`src/rtl/mpt_pkg.sv`:
```
// Shared constants and types for the MPT-walk memory path.
package mpt_pkg;

    localparam int MPT_NUM_REQ        = 4;
    localparam int MPT_MEM_ADDR_WIDTH = 64;
    localparam int MPT_MEM_DATA_WIDTH = 64;

    typedef logic [$clog2(MPT_NUM_REQ)-1:0] mpt_req_idx_t;

endpackage

```
`src/rtl/mpt_id_fifo.sv`:
```
// In-order FIFO of requester indices; the head names the owner of the next memory response.
module mpt_id_fifo #(
    parameter int DEPTH = 2,
    parameter int WIDTH = 2
) (
    input  logic                       clk_i,
    input  logic                       rst_ni,
    input  logic                       push_i,
    input  logic [WIDTH-1:0]           push_data_i,
    input  logic                       pop_i,
    output logic [WIDTH-1:0]           head_o,
    output logic [$clog2(DEPTH+1)-1:0] count_o
);

    localparam int PTR_W = (DEPTH > 1) ? $clog2(DEPTH) : 1;
    localparam int CNT_W = $clog2(DEPTH + 1);

    logic [WIDTH-1:0] mem [DEPTH];
    logic [PTR_W-1:0] wr_ptr_reg;
    logic [PTR_W-1:0] rd_ptr_reg;
    logic [CNT_W-1:0] count_reg;
    logic             do_pop;

    function automatic logic [PTR_W-1:0] next_ptr(input logic [PTR_W-1:0] p);
        return (p == PTR_W'(DEPTH - 1)) ? '0 : p + PTR_W'(1);
    endfunction

    assign do_pop  = pop_i && (count_reg != '0);
    assign head_o  = mem[rd_ptr_reg];
    assign count_o = count_reg;

    // Storage needs no reset: entries are only read while count is non-zero.
    always_ff @(posedge clk_i) begin
        if (push_i) begin
            mem[wr_ptr_reg] <= push_data_i;
        end
    end

    always_ff @(posedge clk_i or negedge rst_ni) begin
        if (!rst_ni) begin
            wr_ptr_reg <= '0;
            rd_ptr_reg <= '0;
            count_reg  <= '0;
        end else begin
            if (push_i) begin
                wr_ptr_reg <= next_ptr(wr_ptr_reg);
            end
            if (do_pop) begin
                rd_ptr_reg <= next_ptr(rd_ptr_reg);
            end
            if (push_i && !do_pop) begin
                count_reg <= count_reg + CNT_W'(1);
            end else if (!push_i && do_pop) begin
                count_reg <= count_reg - CNT_W'(1);
            end
        end
    end

endmodule

```
`src/rtl/mpt_walk_mem_arbiter.sv`:
```
// Round-robin arbiter sharing one in-order memory read port among walking stages,
// holding a grant locked while memory stalls and routing responses back by issue order.
module mpt_walk_mem_arbiter
    import mpt_pkg::*;
#(
    parameter int NUM_REQ         = MPT_NUM_REQ,
    parameter int MAX_OUTSTANDING = 2,
    parameter int ADDR_WIDTH      = MPT_MEM_ADDR_WIDTH,
    parameter int DATA_WIDTH      = MPT_MEM_DATA_WIDTH
) (
    input  logic                          clk_i,
    input  logic                          rst_ni,
    input  logic [NUM_REQ-1:0]            req_valid_i,
    input  logic [NUM_REQ*ADDR_WIDTH-1:0] req_addr_i,
    output logic [NUM_REQ-1:0]            req_ready_o,
    output logic [NUM_REQ-1:0]            rsp_valid_o,
    output logic [DATA_WIDTH-1:0]         rsp_data_o,
    output logic                          rsp_err_o,
    output logic                          mem_req_o,
    output logic [ADDR_WIDTH-1:0]         mem_addr_o,
    input  logic                          mem_gnt_i,
    input  logic                          mem_rvalid_i,
    input  logic [DATA_WIDTH-1:0]         mem_rdata_i,
    input  logic                          mem_err_i,
    output logic                          proto_err_o
);

    localparam int IDX_W = $clog2(NUM_REQ);
    localparam int CNT_W = $clog2(MAX_OUTSTANDING + 1);

    logic [ADDR_WIDTH-1:0] addr_arr [NUM_REQ];
    logic [IDX_W-1:0]      rr_ptr_reg;
    logic [IDX_W-1:0]      lock_idx_reg;
    logic                  lock_reg;
    logic                  proto_err_reg;
    logic [IDX_W-1:0]      scan_idx;
    logic [IDX_W-1:0]      grant_idx;
    logic                  found;
    logic [IDX_W-1:0]      head_idx;
    logic [CNT_W-1:0]      count;
    logic                  issue;
    logic                  accept;
    logic                  rsp_fire;

    genvar gi;
    generate
        for (gi = 0; gi < NUM_REQ; gi++) begin : g_addr
            assign addr_arr[gi] = req_addr_i[gi*ADDR_WIDTH +: ADDR_WIDTH];
        end
    endgenerate

    // First valid requester at or after rr_ptr, wrapping; overridden by a held lock.
    always_comb begin
        scan_idx = rr_ptr_reg;
        found    = 1'b0;
        for (int k = 0; k < NUM_REQ; k++) begin
            if (!found && req_valid_i[IDX_W'((int'(rr_ptr_reg) + k) % NUM_REQ)]) begin
                found    = 1'b1;
                scan_idx = IDX_W'((int'(rr_ptr_reg) + k) % NUM_REQ);
            end
        end
        grant_idx = lock_reg ? lock_idx_reg : scan_idx;
    end

    // Only the registered count gates issue, so a same-cycle pop never frees a slot.
    assign issue    = rst_ni && (|req_valid_i) && (count < CNT_W'(MAX_OUTSTANDING));
    assign accept   = issue && mem_gnt_i;
    assign rsp_fire = rst_ni && mem_rvalid_i && (count != '0);

    assign mem_req_o   = issue;
    assign mem_addr_o  = rst_ni ? addr_arr[grant_idx] : '0;
    assign req_ready_o = accept ? (NUM_REQ'(1) << grant_idx) : '0;
    assign rsp_valid_o = rsp_fire ? (NUM_REQ'(1) << head_idx) : '0;
    assign rsp_data_o  = rst_ni ? mem_rdata_i : '0;
    assign rsp_err_o   = rsp_fire && mem_err_i;
    assign proto_err_o = proto_err_reg;

    mpt_id_fifo #(
        .DEPTH (MAX_OUTSTANDING),
        .WIDTH (IDX_W)
    ) u_id_fifo (
        .clk_i       (clk_i),
        .rst_ni      (rst_ni),
        .push_i      (accept),
        .push_data_i (grant_idx),
        .pop_i       (rsp_fire),
        .head_o      (head_idx),
        .count_o     (count)
    );

    always_ff @(posedge clk_i or negedge rst_ni) begin
        if (!rst_ni) begin
            rr_ptr_reg    <= '0;
            lock_reg      <= 1'b0;
            lock_idx_reg  <= '0;
            proto_err_reg <= 1'b0;
        end else begin
            if (accept) begin
                rr_ptr_reg <= (grant_idx == IDX_W'(NUM_REQ - 1)) ? '0 : grant_idx + IDX_W'(1);
                lock_reg   <= 1'b0;
            end else if (issue) begin
                lock_reg     <= 1'b1;
                lock_idx_reg <= grant_idx;
            end
            if (mem_rvalid_i && (count == '0)) begin
                proto_err_reg <= 1'b1;
            end
        end
    end

endmodule
```
`config.mk`:
```
export PLATFORM = sky130hd
export DESIGN_NAME = mpt_walk_mem_arbiter
export DESIGN_NICKNAME = d
export VERILOG_FILES = /design/src/rtl/mpt_pkg.sv /design/src/rtl/mpt_id_fifo.sv /design/src/rtl/mpt_walk_mem_arbiter.sv
export SDC_FILE = /design/constraint.sdc
export NUM_CORES = 1
export LEC_CHECK = 0
export ABC_AREA = 1
export CORE_AREA = 2 2 184 186
export DETAILED_ROUTE_END_ITERATION = 12
export DIE_AREA = 0 0 186 188
export PLACE_DENSITY_LB_ADDON = 0.15
export SYNTH_ARGS = -nofsm -noshare
export SYNTH_HDL_FRONTEND = slang
export SYNTH_SLANG_ARGS = --single-unit
```
`constraint.sdc`:
```
create_clock -name clk_i -period 3.4 [get_ports clk_i]
set_input_delay 0.68 -clock clk_i [delete_from_list [all_inputs] [get_ports clk_i]]
set_output_delay 0.68 -clock clk_i [all_outputs]
set_load 0.02 [all_outputs]
```
==> results_dict.tcl <==
set metrics [dict create \
    status "finished, final reports clean" \
    crit_slowest_cell "dfrtp_2" \
    clkLatencyLatePin_ps 240 \
    grt_pass1_vias 7312 \
    largest_reg_flops 4 \
    vias_per_cell 3.94 \
    final_nets 1745 \
    power_frac_seq_pct 3.3 \
    p_int_uw 4380 \
    drtIter0Drc 234 \
    fp.dieW_microns 186 \
    async_reset_ff_share_pct 71.4 \
    drv_slew 0 \
    power_frac_clock_pct 2.4 \
    ant_nets 0 \
    synth_nets 1243 \
    synthCells 912 \
    diodes 0 \
    fp.dieH_microns 188 \
    start_util_pct 12.5 \
    grt.overflow.total 0 \
    synth-edff-count 4 \
    final.min_clock_period_ps 3260 \
    cts.sinks 14 \
    max-clock-path-buffers 2 \
    synth_largest_area_cell "nand2_1" \
    hp-class "in -> async" \
    crit_required_ps 2720 \
    powerDensity_nw_per_um2 930 \
    gp_congestion 0.886 \
    yosysWarnings 0 \
    tritoncts "done" \
    ys_top_cells_by_count "nand2_1 (443), nor2_1 (139), nand3_1 (137)" \
    portBuffers 467 \
    p_leak_uw 0.00517 \
    total_power_uw 9380 \
    synthToLayoutAreaGrowth_pct 144 \
    r2r_cells 17 \
    ys.flop_type "dfrtp_1" \
    routed_wirelength_microns 29700 \
    setup_viol 0 \
    io_pins 468 \
    synth-seq-cells 14 \
    crit_fanout 24 \
    avgSynthCellArea_sq_um 4.54 \
    place.detailed.hpwl_microns 24000 \
    ys_top_cells_by_area "nand2_1 (40%), nand3_1 (17%), nor2_1 (13%)" \
    grt_max_degree 90 \
    path_class "reg -> out" \
    endpoint_kind "output pin" \
    core_area_sq_um 33100 \
    hold_slack_ps 437 \
    timing_hold_violations_final 0 \
    rsz0062_at_grt "true" \
    wl_per_cell_microns 15.9 \
    maxSlewHeadroom_pct 71.1 \
    track_usage_pct 15.8 \
    yosysMostFrequentCell "nand2_1" \
    critPathLaunchType "flip-flop" \
    p_comb_share_pct 94.3 \
    cap_violations 0 \
    critPathArrivalTime_ps 2580 \
    p_sw_share_pct 53.3 \
    yosysTopAreaCellShare_pct 40.2 \
    slowest_delay_ps 440 \
    antenna_found_initial 0 \
    dr.pass1.iters 5 \
    peakVddDrop_mv 0.332 \
    path_cells "buf_6, nand2_2, nand2_1, o21ai_1, nand2_1, inv_1, nand3_1, nand3_4, buf_4, buf_4, buf_12, nand3_1, nand3_1, nand2_1, nor2_1, buf_4" \
    clock_skew_ps 5.35 \
    numCtsBuffers 3 \
    via_count 7331 \
    drc_errors 0 \
    cts_hold_buf 0 \
    tightest_slew_ps 433 \
    clk_pin_slew_ps 50 \
    h-tree-depth 1 \
    fin_crit_sh_pct 95.9 \
    clock.fmax_mhz 307 \
    switchingPower_uw 5000 \
    post-route-util_pct 30.5 \
    yosysUniqueCellTypes 27 \
    fp-row-count 67 \
    drive_above_1_share_pct 14.9 \
    yosysSeqAreaShare_pct 8.94 \
    root_buffer "clkbuf_16" \
    netlist_area_sq_um 4140 \
    grt_pass1_wl_microns 42500 \
    setup-tns-final_ps 0 \
    regMostFlops "u_id_fifo.mem" \
    dieArea_sq_um 35000 \
]
## layout by cell type (no fill, tap or decap), drive strengths merged
cell type and n:
a21o 1, a21oi 3, buf 161, bufbuf 1, clkbuf 8, clkdlybuf4s50 394, clkinv 2, dfrtp 10
dlygate4sd2 1, edfxtp 4, ha 2, inv 87, mux2i 1, nand2 444, nand3 138, nor2 140
nor3 4, nor4 1, o21a 2, o21ai 5, xnor2 2, xor2 2
## power by group through the flow
stage                     combinational, uW  clock, uW  sequential [uW]
after floorplan                        4440          0              293
after global placement                 8190          0              307
after detailed placement               8130          0              308
after CTS                              8780        230              305
after global routing                   9710        241              324
final                                  8840        225              313
## critical path: cells and delay by family (launching register included)
| kind | cells | cell delay [ps] |
|---|---|---|
| and+or+nand+nor | 9 | 960 |
| buffers and inverters | 6 | 780 |
| DFF | 1 | 440 |
| AOI/OAI and AO/OA | 1 | 120 |
## repair_timing
action                     in CTS  in global routing
cloned                          5                  1
pin swaps                       6                  9
gates resized for setup       319                 44
setup endpoints to repair      68                 68
setup buffers                  11                  4
## cell families (layout without fill, tap and decap cells)
logic type / Yosys count / after routing / share of synthesized area, %
AND/OR/NAND/NOR: 727 / 727 / 70.5
buffers and inverters: 153 / 654 / 17.3
flip-flops: 14 / 14 / 8.94
AO/OA/AOI/OAI: 11 / 11 / 1.60
XOR/XNOR: 4 / 4 / 0.846
adder cells (fa/ha/maj): 2 / 2 / 0.604
multiplexers: 1 / 1 / 0.242
## path summary, 6_finish.rpt
kind / start / end / slack (ps)
max: rr_ptr_reg[0] / mem_addr_o[25] / 140
min: rst_ni / u_id_fifo.count_o[1] / 440
max reg2reg: rr_ptr_reg[0] / rr_ptr_reg[1] / 1000
min reg2reg: proto_err_o / proto_err_o / 450
max in group asynchronous: rst_ni / proto_err_o / 2680
min in group clk_i: proto_err_o / proto_err_o / 450
## metrics by stage
stage	cells	instance area (sq um)	worst slack, ps
final	1861	10100	140
after global routing	1861	10100	-33.8
after CTS	1856	9940	-42.8
after detailed placement	1836	9760	-785
after global placement	1836	9760	-766
after floorplan	912	4140	561
## layer usage
metal	wire length, microns	vias to the layer above	track usage [%]	share of wire, %
li1	-	3766	-	-
met1	11100	3220	17.0	37
met2	15900	325	31.7	54
met3	2300	20	3.03	7.7
met4	363	0	2.42	1.2
met5	0	-	0	0
## layout make-up
class	count	area, sq um
clock inverter	1	3.75
timing repair buffer	562	5530
inverter	88	343
clock buffer	3	75.1
multi-input combinational	745	3200
tap	448	561
fill	3772	23000
sequential	14	373
Power figures use the tool's default switching activity.
==> variant 1 (config.mk and constraints unchanged) <==
`MPT_NUM_REQ`: 4 -> 2.
--- a/src/rtl/mpt_pkg.sv
+++ b/src/rtl/mpt_pkg.sv
@@ -3,3 +3,3 @@
 
-    localparam int MPT_NUM_REQ        = 4;
+    localparam int MPT_NUM_REQ        = 2;
     localparam int MPT_MEM_ADDR_WIDTH = 64;
Ports: changed (resized req_addr_i, req_ready_o, req_valid_i and rsp_valid_o); port bits go from 468 to 334. The function was not compared with the original's and may differ.
==> variant 1 against the original RTL <==
- wire length decreased by 50%
- total power shrank 70%
- worst setup slack improved by 0.36 ns
- final area is 37% lower
- sequential cell count fell by 4
- count of clock-buffer cells in the layout grew 1
- highest routed layer is now met5
- core utilization down 11 points
- area after synthesis shrank 38%
- first-iteration DRC count down 40%
- sequential power fell by 34%
==> variant 1: results <==
export IMPL_ir_drop_mv=0.299
export IMPL_total_leakage_power_nw=3.26
export IMPL_rrSetupSlack_ns=1.91
export IMPL_synth_fp_nets=756
export IMPL_cp_startpoint="req_valid_i[1]"
export IMPL_async_reset_ff_frac=0.800
export IMPL_avgSynthCellArea_sq_um=4.58
export IMPL_cp_max_fo=2
export IMPL_yosysSeqAreaShare=0.102
export IMPL_drive_gt1_frac=0.0230
export IMPL_worst_clock_skew_ns=0.000771
export IMPL_port_buffers=333
export IMPL_routed_wl_met3_mm=1.46
export IMPL_wl_per_cell_microns=11.4
export IMPL_r2r_end="u_id_fifo.count_o[1]"
export IMPL_grt_pass1_wl_mm=22.2
export IMPL_timing_hold_ws_ns=0.261
export IMPL_reg2reg_depth=9
export IMPL_cts_resized=0
export IMPL_met2WireLength_mm=7.49
export IMPL_cp_arrival_ns=2.22
export IMPL_status="completed"
export IMPL_wl_met1_mm=5.88
export IMPL_first_global_vias=4043
export IMPL_grt_use_met1=0.0899
export IMPL_reg2reg_from="u_id_fifo.count_o[1]"
export IMPL_place_area_sq_um=6320
export IMPL_synth_edf_count=2
export IMPL_final_nets=1069
export IMPL_dr_max_layer_used="met5"
export IMPL_cts_setup_buffers=0
export IMPL_max_freq_ghz=0.345
export IMPL_synth_top_cells_by_area="nand2_1 (22%), inv_1 (21%), nor2_1 (20%)"
export IMPL_grt_max_degree=68
export IMPL_place_ws_ns=0.456
export IMPL_first_pass_iters=4
export IMPL_wl_mm=15.0
export IMPL_antenna_found_initial=1
export IMPL_critPathCapture="req_ready_o[0]"
export IMPL_nFillCells=3802
export IMPL_vias=4110
export IMPL_met2_usage=0.152
export IMPL_tightest_slew_ns=0.429
==> variant 1: cell types whose count changed after synthesis, sizes merged, moves of 4 or more <==
cell / before / now
nand2: 444 / 150
nand3: 138 / 71
inv: 88 / 146
clkbuf: 22 / 1
buf: 43 / 35
nor2: 140 / 135
nor3: 4 / 0
==> variant 1: kinds of logic after synthesis <==
logic type      Yosys count  synth area share
compound gates            3           0.00737
xor+xnor                  1           0.00344
fa+ha+maj                 1           0.00491
buf+inv                 182             0.315
flops                    10             0.102
simple gates            359             0.567
==> variant 1: area by class of cell <==
type	count	area, sq um	area share
well taps	448	561	0.0876
inverters	146	548	0.0856
flip-flops and latches	10	260	0.0406
multi-input cells	364	1490	0.233
clock buffers	4	78.8	0.0123
repair buffers	344	3460	0.541
==> variant 1: worst max-delay path, delay by kind of cell <==
family / cells / cell delay, ns
simple gates: 3 / 0.35
buf+inv: 3 / 1.19
==> variant 1: power by group <==
group	switching [mW]	internal (mW)
Clock	0.0553	0.157
Sequential	0.0353	0.172
Combinational	1.40	1.00
==> variant 2 (same flow settings) <==
Made on the original files. Reset style: synchronous (`rst_ni`), changed in 2 clocked blocks.
--- a/src/rtl/mpt_id_fifo.sv
+++ b/src/rtl/mpt_id_fifo.sv
@@ -38,3 +38,3 @@
 
-    always_ff @(posedge clk_i or negedge rst_ni) begin
+    always_ff @(posedge clk_i) begin
         if (!rst_ni) begin
--- a/src/rtl/mpt_walk_mem_arbiter.sv
+++ b/src/rtl/mpt_walk_mem_arbiter.sv
@@ -90,3 +90,3 @@
 
-    always_ff @(posedge clk_i or negedge rst_ni) begin
+    always_ff @(posedge clk_i) begin
         if (!rst_ni) begin
Behaviour: differs if rst_ni is asserted again (counterexample within 4 cycles, from zero or initial values and one cycle with rst_ni low); with rst_ni held inactive, the same outputs for 4 cycles.
==> variant 2 against the original RTL <==
- combinational power fell by 40%
- sequential share of layout area fell by 0.39 points
- final cell count is 0.16% lower
- total power is 39% lower
- area after synthesis grew 3.6%
- clock skew is 0.0033 ns lower
- global-route usage is 0.11 points lower
- core utilization up 0.66 points
- final area rose by 2.2%
- worst setup slack got worse by 0.047 ns
- critical endpoint is now mem_addr_o[27]
- sequential cell count rose by 1
- wire length decreased by 0.38%
==> variant 2: results <==
export IMPL_slowest_stage="bufbuf_16"
export IMPL_multiInputGateArea_sq_um=3320
export IMPL_cts_num_sinks=15
export IMPL_hold_path_class="reg2reg"
export IMPL_synth_fa_ha_area_frac=0.00583
export IMPL_cp_max_fo=11
export IMPL_switchingPower_mw=2.84
export IMPL_p_seq_frac=0.040
export IMPL_cts_resized=268
export IMPL_ys_types=28
export IMPL_final_nonclk_buf_share=0.551
export IMPL_placed_cells=1833
export IMPL_first_global_vias=7485
export IMPL_synth_xor_area_share=0.00204
export IMPL_final_nets=1741
export IMPL_yosysSeqAreaShare=0.0793
export IMPL_worst_clock_skew_ns=0.00210
export IMPL_synth_fp_nets=1255
export IMPL_status="completed"
export IMPL_num_multi_input_gates=751
export IMPL_viasPerCell=4.02
export IMPL_place_area_sq_um=9850
export IMPL_yosys_top_cells_count="nand2_1 (500), nand3_1 (133), inv_1 (80), a21oi_1 (73), clkbuf_1 (29)"
export IMPL_first_pass_iters=4
export IMPL_diodes=1
export IMPL_nFillCells=3693
export IMPL_routed_wl_met3_mm=2.47
[variant 2: cell types whose count changed in the layout (fill, tap and decap cells not counted), sizes merged, moves of 2 or more]
| cell | before | now |
|---|---|---|
| inv | 87 | 84 |
| xnor2 | 2 | 0 |
| nand2 | 444 | 507 |
| bufbuf | 1 | 3 |
| a21oi | 3 | 73 |
| dfrtp | 10 | 0 |
| o21ai | 5 | 11 |
| nand3 | 138 | 135 |
| dfxtp | 0 | 11 |
| buf | 161 | 152 |
| nor2 | 140 | 15 |
[variant 2: worst paths after layout]
path / to / start / slack [ns]
min reg2reg: u_id_fifo.rd_ptr_reg / u_id_fifo.rd_ptr_reg / 0.45
min: u_id_fifo.rd_ptr_reg / u_id_fifo.rd_ptr_reg / 0.45
max reg2reg: rr_ptr_reg[1] / rr_ptr_reg[0] / 1.01
max: mem_addr_o[27] / req_valid_i[0] / 0.09
